===== config.mk =====
export PLATFORM = sky130hd
export DESIGN_NAME = lane_traffic_counter
export DESIGN_NICKNAME = d
export VERILOG_FILES = /design/src/rtl/traffic_pkg.sv /design/src/rtl/lane_counter.sv /design/src/rtl/lane_traffic_counter.sv
export SDC_FILE = /design/constraint.sdc
export NUM_CORES = 1
export LEC_CHECK = 0
export BUFFER_PORTS_ARGS = -buffer_cell sky130_fd_sc_hd__buf_2
export CAP_MARGIN = 5
export CELL_PAD_IN_SITES_DETAIL_PLACEMENT = 0
export CELL_PAD_IN_SITES_GLOBAL_PLACEMENT = 2
export CORE_UTILIZATION = 37
export DETAILED_ROUTE_END_ITERATION = 12
export HOLD_SLACK_MARGIN = 0.06
export PLACE_DENSITY = 0.88
export SLEW_MARGIN = 20
export SYNTH_ARGS = -nofsm -noshare
export SYNTH_HDL_FRONTEND = slang
export SYNTH_SLANG_ARGS = --single-unit

===== constraint.sdc =====
create_clock -name clk -period 5.9 [get_ports clk]
set_clock_uncertainty 0.05 [all_clocks]
set_input_delay 0.885 -clock clk [delete_from_list [all_inputs] [get_ports clk]]
set_output_delay 0.885 -clock clk [all_outputs]
set_load 0.02 [all_outputs]

===== src/rtl/traffic_pkg.sv =====
// Shared lane numbering and emergency-FSM state encodings for the
// lane_traffic_counter slice.
package traffic_pkg;

  // Bit/slot index of each lane on the packed Breadboard lane bus.
  localparam int unsigned LANE_W1 = 7;
  localparam int unsigned LANE_W2 = 6;
  localparam int unsigned LANE_S1 = 5;
  localparam int unsigned LANE_S2 = 4;
  localparam int unsigned LANE_E1 = 3;
  localparam int unsigned LANE_E2 = 2;
  localparam int unsigned LANE_N1 = 1;
  localparam int unsigned LANE_N2 = 0;

  localparam int unsigned NUM_LANES_DEF = 8;

  typedef enum logic [1:0] {
    EMG_IDLE    = 2'd0,
    EMG_QUALIFY = 2'd1,
    EMG_ACTIVE  = 2'd2
  } emg_state_t;

endpackage : traffic_pkg


===== src/rtl/lane_counter.sv =====
// One lane: rising-edge detect on the arrival and departure detectors,
// saturating up/down car count, and a sticky underflow flag.
module lane_counter
  import traffic_pkg::*;
#(
  parameter int unsigned CNT_W = 8
) (
  input  logic             clk,
  input  logic             rst,
  input  logic             arrive_det,
  input  logic             depart_det,
  output logic [CNT_W-1:0] count,
  output logic             underflow
);

  logic prev_a;
  logic prev_d;
  logic arrive;
  logic depart;

  // A detector level held high produces exactly one event on its rising edge.
  always_comb begin
    arrive = arrive_det & ~prev_a;
    depart = depart_det & ~prev_d;
  end

  // Detector history, saturating count and sticky underflow.
  always_ff @(posedge clk) begin
    if (!rst) begin
      prev_a    <= 1'b0;
      prev_d    <= 1'b0;
      count     <= '0;
      underflow <= 1'b0;
    end else begin
      prev_a <= arrive_det;
      prev_d <= depart_det;
      case ({arrive, depart})
        2'b10: begin
          if (count != '1) count <= count + 1'b1;
        end
        2'b01: begin
          if (count == '0) underflow <= 1'b1;
          else             count     <= count - 1'b1;
        end
        default: ;
      endcase
    end
  end

endmodule : lane_counter


===== src/rtl/lane_traffic_counter.sv =====
// Upstream feeder of the Breadboard intersection controller: per-lane car
// counts from loop detectors plus an optional emergency-vehicle grant.
// Optional feature macro: LANE_EMG_DETECT_EN (emergency FSM and hold counters).
module lane_traffic_counter
  import traffic_pkg::*;
#(
  parameter int unsigned NUM_LANES = NUM_LANES_DEF,
  parameter int unsigned CNT_W     = 8,
  parameter int unsigned EMG_HOLD  = 4
) (
  input  logic                       clk,
  input  logic                       rst,
  input  logic [NUM_LANES-1:0]       arriveDet,
  input  logic [NUM_LANES-1:0]       departDet,
  input  logic [NUM_LANES-1:0]       emgBeacon,
  output logic [NUM_LANES*CNT_W-1:0] lanesOut,
  output logic [NUM_LANES-1:0]       underflow,
  output logic                       emgSignal,
  output logic [NUM_LANES-1:0]       emgLane
);

  for (genvar i = 0; i < NUM_LANES; i++) begin : g_lane
    lane_counter #(
      .CNT_W(CNT_W)
    ) u_lane (
      .clk       (clk),
      .rst       (rst),
      .arrive_det(arriveDet[i]),
      .depart_det(departDet[i]),
      .count     (lanesOut[i*CNT_W +: CNT_W]),
      .underflow (underflow[i])
    );
  end

`ifdef LANE_EMG_DETECT_EN

  localparam int unsigned HOLD_W = (EMG_HOLD < 2) ? 1 : $clog2(EMG_HOLD + 1);
  localparam logic [HOLD_W-1:0] HOLD_MAX = HOLD_W'(EMG_HOLD);

  emg_state_t           state_q;
  emg_state_t           state_d;
  logic [NUM_LANES-1:0] lane_q;
  logic [NUM_LANES-1:0] lane_d;
  logic [HOLD_W-1:0]    hold_q   [NUM_LANES];
  logic [HOLD_W-1:0]    hold_inc [NUM_LANES];
  logic [NUM_LANES-1:0] qualify;
  logic [NUM_LANES-1:0] grant_pick;

  // Next hold count per lane; a lane qualifies on the edge its count reaches EMG_HOLD.
  always_comb begin
    qualify = '0;
    for (int unsigned i = 0; i < NUM_LANES; i++) begin
      hold_inc[i] = '0;
      if (emgBeacon[i]) begin
        hold_inc[i] = (hold_q[i] == HOLD_MAX) ? HOLD_MAX : hold_q[i] + 1'b1;
      end
      qualify[i] = (hold_inc[i] == HOLD_MAX);
    end
  end

  // Highest-index qualifying lane wins (W1 on top).
  always_comb begin
    grant_pick = '0;
    for (int unsigned i = 0; i < NUM_LANES; i++) begin
      if (qualify[i]) begin
        grant_pick    = '0;
        grant_pick[i] = 1'b1;
      end
    end
  end

  // Hold counters: held at zero while a grant is active, so any lane still
  // beaconing after the grant ends starts qualification afresh.
  always_ff @(posedge clk) begin
    if (!rst) begin
      for (int unsigned i = 0; i < NUM_LANES; i++) hold_q[i] <= '0;
    end else begin
      for (int unsigned i = 0; i < NUM_LANES; i++) begin
        hold_q[i] <= (state_q == EMG_ACTIVE) ? '0 : hold_inc[i];
      end
    end
  end

  // Emergency FSM state and latched one-hot grant.
  always_ff @(posedge clk) begin
    if (!rst) begin
      state_q <= EMG_IDLE;
      lane_q  <= '0;
    end else begin
      state_q <= state_d;
      lane_q  <= lane_d;
    end
  end

  // Emergency FSM next state; the grant is latched on the same edge as entry to ACTIVE.
  always_comb begin
    state_d = state_q;
    lane_d  = lane_q;
    case (state_q)
      EMG_IDLE: begin
        if (|qualify) begin
          state_d = EMG_ACTIVE;
          lane_d  = grant_pick;
        end else if (|emgBeacon) begin
          state_d = EMG_QUALIFY;
        end
      end
      EMG_QUALIFY: begin
        if (|qualify) begin
          state_d = EMG_ACTIVE;
          lane_d  = grant_pick;
        end else if (~|emgBeacon) begin
          state_d = EMG_IDLE;
        end
      end
      EMG_ACTIVE: begin
        if (~|(emgBeacon & lane_q)) begin
          state_d = EMG_IDLE;
          lane_d  = '0;
        end
      end
      default: begin
        state_d = EMG_IDLE;
        lane_d  = '0;
      end
    endcase
  end

  // Emergency outputs follow the registered state and grant.
  always_comb begin
    emgSignal = (state_q == EMG_ACTIVE);
    emgLane   = lane_q;
  end

`else

  logic unused_emg_cfg;

  // Emergency detection not built: beacons are ignored and outputs are tied low.
  always_comb begin
    unused_emg_cfg = ^{emgBeacon, (EMG_HOLD > 0)};
    emgSignal      = 1'b0;
    emgLane        = '0;
  end

`endif

endmodule : lane_traffic_counter


After elaboration in Yosys (flattened, before gate mapping)
Index checks and enable logic that the tools add are counted.
{ "totals": {"register_bits": 88, "out_inout_bits": 81} }
{ "classes": {"n_addsub": 16, "eq_ne": 40, "muxes": 24, "n_bitwise": 32, "reduce_logical": 32} }
{ "op_table": {"columns": ["operator", "count"], "rows": [
  ["8-bit 2-to-1 mux", 16],
  ["8-bit one-hot mux with 2 select lines", 8],
  ["8-bit by 1-bit adder with 8-bit output (second input constant)", 8],
  ["8-bit zero test", 8],
  ["8-bit != test (second input constant)", 8],
  ["8-bit by 1-bit subtractor with 8-bit output (second input constant)", 8],
  ["3-bit AND reduction", 8],
  ["1-bit bitwise AND", 16],
  ["2-bit by 1-bit equality test with 1-bit output (second input constant)", 8],
  ["2-bit equality test (second input constant)", 8],
  ["2-bit by 1-bit != test with 1-bit output (second input constant)", 8],
  ["2-bit != test (second input constant)", 8],
  ["1-bit NOT", 16],
  ["2-bit AND reduction", 8],
  ["2-bit nonzero test", 8]
]} }

Longest topological paths before layout
{ "depth": {"ltp_word": 5, "ltp_mapped": 12} }

Hierarchy
A second synthesis with hierarchy kept.
{ "hier_totals": {"cells_unflattened": 628, "area_unflattened_um2": 5310.1} }
{ "modules_own_cells": {"columns": ["module", "n_inst", "cells_per_inst", "area_per_inst_um2", "seq_area_each_um2"], "rows": [
  ["lane_counter (g_lane[0].u_lane ...)", 7, 76, 645.6, 220.2],
  ["lane_counter (g_lane[7].u_lane)", 1, 86, 719.4, 220.2],
  ["lane_traffic_counter", 1, 10, 71.3, 0.0]
]} }

Worst setup path after synthesis
No wires, ideal clock.
{ "synth_timing": {"path_type": "input to register", "from": "in departDet[3]", "to": "reg g_lane[3].u_lane.count[6]", "setup_time_ns": 0.115, "arrival_ns": 3.108, "required_time_ns": 5.735, "setup_slack_ns": 2.627, "stages": 12, "cell_sequence": "nor2b_1 ha_1 buf_2 buf_1 xor2_1 ha_1 nor4_1 or2_2 nor4b_1 o31ai_1 xnor2_1 and2_1"} }
{ "synth_via": {"elab_chain_len": 4, "elab_cells_between_ends": 8, "classes_between": "eq/ne (4); mux (1); bitwise (1); reduce/logical (2)"} }
{ "synth_lines": {"columns": ["element", "line_no", "rtl"], "rows": [
  ["start: declaration", "lane_traffic_counter.sv:14", "input logic [NUM_LANES-1:0] departDet,"],
  ["1-bit bitwise AND (*)", "lane_counter.sv:24", "depart = depart_det & ~prev_d;"],
  ["2-bit by 1-bit equality test with 1-bit output / 2-bit equality test (equally long branches)", "lane_counter.sv:37", "case ({arrive, depart})"],
  ["2-bit != test (no source line) (tied with other cells)", null, null],
  ["3-bit AND reduction (no source line)", null, null],
  ["end signal: assignment", "lane_counter.sv:39", "if (count != '1) count <= count + 1'b1;"],
  ["end signal: assignment", "lane_counter.sv:43", "else count <= count - 1'b1;"],
  ["end: declaration", "lane_counter.sv:12", "output logic [CNT_W-1:0] count,"]
]} }
Mark *: on every way between the ends. The rest lies on a longest branch, timed or not.
A chain may end at the register's enable or synchronous reset.

Worst setup path after layout
{ "layout_timing": {"from": "in departDet[2]", "to": "reg g_lane[2].u_lane.count[5]"} }
{ "layout_via": {"elab_chain_len": 4, "elab_cells_between_ends": 8, "classes_between": "eq/ne (4); mux (1); bitwise (1); reduce/logical (2)"} }
{ "layout_lines": {"columns": ["element", "line_no"], "rows": [
  ["1-bit bitwise AND (*)", "lane_counter.sv:24"],
  ["2-bit by 1-bit equality test with 1-bit output / 2-bit equality test (equally long branches)", "lane_counter.sv:37"],
  ["2-bit != test (no source line) (tied with other cells)", null],
  ["3-bit AND reduction (no source line)", null],
  ["end signal: assignment", "lane_counter.sv:39"],
  ["end signal: assignment", "lane_counter.sv:43"],
  ["end: declaration", "lane_counter.sv:12"]
]} }
Marks and branches as above.

==> flow_metrics.tcl <==
set metrics [dict create \
    outcome "finished clean" \
    crit_fanout 21 \
    cts_root_buf "clkbuf_16" \
    cp.arrival_ns 3.60 \
    pin_count 107 \
    cts_hold_buffers 0 \
    syn_area_per_cell_um2 8.007 \
    place_hpwl_mm 10.50 \
    viasPerCell 5.362 \
    place_area_mm2 0.007346 \
    ys_ff_latch 88 \
    ys_seq_area_share_pct 24.97 \
    r2r_cells 8 \
    syn_area_mm2 0.007054 \
    grt_pass1_vias 5446 \
    maxSlewViolCount 0 \
    clk_latency_ns 0.35 \
    htreeDepth 3 \
    fmax_mhz 293.7 \
    numCtsBuffers 9 \
    total_power_mw 2.227 \
    drt_pass1_iterations 4 \
    fin_tns_setup_ns 0 \
    critPathCaptureType "register" \
    period_share_pct 57.71 \
    die_h_um 140.1 \
    period_minus_slack_ns 3.405 \
    totalWireLength_mm 16.00 \
    post_cts_buffers 0 \
    regToRegSetupSlack_ns 2.83 \
    path_clk_slew_ns 0.07 \
    p_seq_share_pct 38.4 \
    gp_congestion 0.7521 \
    vias 6091 \
    synthCells 881 \
    wire_per_inst_um 14.08 \
    final_cell_mix "buf_2 (89), dfxtp_1 (88), nand2_1 (54)" \
    die_w_um 140.1 \
    synthFlopType "dfxtp_1" \
    crit_path_start_kind "primary input" \
    final_common_cell "buf_2" \
    p_per_area_mw_per_mm2 290.9 \
    tritoncts "built" \
    yosysWarnings 0 \
    layout.nets 955 \
    ant_nets 0 \
    cellLeakagePower_nw 3.300 \
    overflow 0 \
    pwr-share-clk_pct 27.4 \
    swShare_pct 38.58 \
    fp-row-count 50 \
    criticalPathCategory "in2reg" \
    die_area_mm2 0.01962 \
    grt_max_degree 61 \
    area_delta_synth_final_pct 8.514 \
    drtIter0Drc 264 \
    dp.cells 1120 \
    hold_class "reg2reg" \
    stdcell_count 1136 \
    required_ns 6.10 \
    hold-path-cell-count 1 \
    timing.hold.ws_ns 0.4107 \
    async_reset_ff_share_pct 0 \
    grt_pass1_wl_mm 26.95 \
    worst_pin_slew_ns 0.8673 \
    relSlewSlack_pct 42.18 \
    drive_gt1_share_pct 14.30 \
    finalHoldViolCount 0 \
    setup_viol 0 \
    clock_path_buffers 2 \
    cts_resized 0 \
    net-switching-power_mw 0.8593 \
    drc 0 \
    p_int_mw 1.368 \
    setup_ws_ns 2.495 \
    cts.sinks 88 \
    initial_core_util_pct 37.71 \
    num_antenna_cells 0 \
    rsz0062_at_grt "no" \
    pre_cts_ws_ns 2.122 \
    antenna_found_initial 0 \
    synth_edf_count 0 \
    grt.total_usage_pct 16.51 \
    fin_util_pct 40.92 \
    cap_viol_max_count 0 \
    core_region_area_mm2 0.01871 \
    portBuffers 89 \
    synth_cell_types 80 \
    comb_power_share_pct 34.3 \
    peakVddDrop_uv 132.0 \
    fin_area_mm2 0.007655 \
]
-- cell usage after synthesis, types with 11 or more instances --
library cell  instances  area [µm²]
nor2b_1              34       212.7
nand2b_1             32       200.2
o21ai_0              49       245.2
or3_1                25       156.4
nor3_1               22       110.1
xnor2_1              24       210.2
dfxtp_1              88        1762
buf_4                18       135.1
ha_1                 32       400.4
nand2_1              54       202.7
buf_2                30       150.1
a21oi_1              40       200.2
nand3_1              21       105.1
clkbuf_1             34       127.6
nor2_1               27       101.4
a21boi_0             13       97.59
nor4b_1              11       96.34
mux2i_1              23       230.2
xor2_1               33       289.0
a31oi_1              15       93.84
inv_1                27       101.4
and2_1               38       237.7
-- flip-flops by register name, summed over array words and instances (netlist names) --
| register | flops |
|---|---|
| g_lane.u_lane.count | 64 |
| g_lane.u_lane.prev_a | 8 |
| g_lane.u_lane.prev_d | 8 |
| g_lane.u_lane.underflow | 8 |
-- worst max-delay path, stage by stage --
cell,delay (ns)
buf_2,0.08
nor2b_1,0.21
ha_1,0.70
or4b_1,0.54
nor4b_2,0.30
nand2b_1,0.44
nor3_1,0.14
xor2_1,0.16
and2_1,0.16
-- power by group through the flow --
| stage | registers, mW | clock network, mW | logic (mW) |
|---|---|---|---|
| finish | 0.855 | 0.609 | 0.763 |
| global route | 0.879 | 0.652 | 0.856 |
| CTS | 0.855 | 0.636 | 0.770 |
| detailed placement | 0.868 | 0 | 0.766 |
| global placement | 0.869 | 0 | 0.762 |
| floorplan | 0.838 | 0 | 0.637 |
-- kinds of logic after synthesis --
kind of cell             share of synthesized area, %
AND/OR/NAND/NOR                                 27.55
adder cells (fa/ha/maj)                         5.676
XOR/XNOR                                        7.077
multiplexers                                    4.381
AO/OA/AOI/OAI                                   21.94
other                                         0.05316
flip-flops                                      24.97
buffers and inverters                           8.354
-- routing by layer --
metal	vias to the layer above	GRT usage (%)	part of all wire (%)
met5	-	0	0
met4	0	4.916	1.2
met3	11	2.735	2.3
met2	82	26.32	45
met1	2818	22.75	51
li1	3180	-	-
-- final cells by class --
class	instances	area, µm²
fillers	1931	11050
multi-input cells	680	4733
flip-flops and latches	88	1762
repair buffers	90	452.9
well taps	234	292.8
clock buffers	12	256.5
inverters	28	105.1
clock inverters	4	52.55
-- worst paths after layout --
kind / start / endpoint
worst max-delay path: departDet[2] / g_lane[2].u_lane.count[5]
worst min-delay path: g_lane[0].u_lane.underflow / g_lane[0].u_lane.underflow
worst max register to register: g_lane[2].u_lane.prev_d / g_lane[2].u_lane.count[5]
worst min register to register: g_lane[0].u_lane.underflow / g_lane[0].u_lane.underflow
No activity file was read; power rests on OpenSTA's default activity.
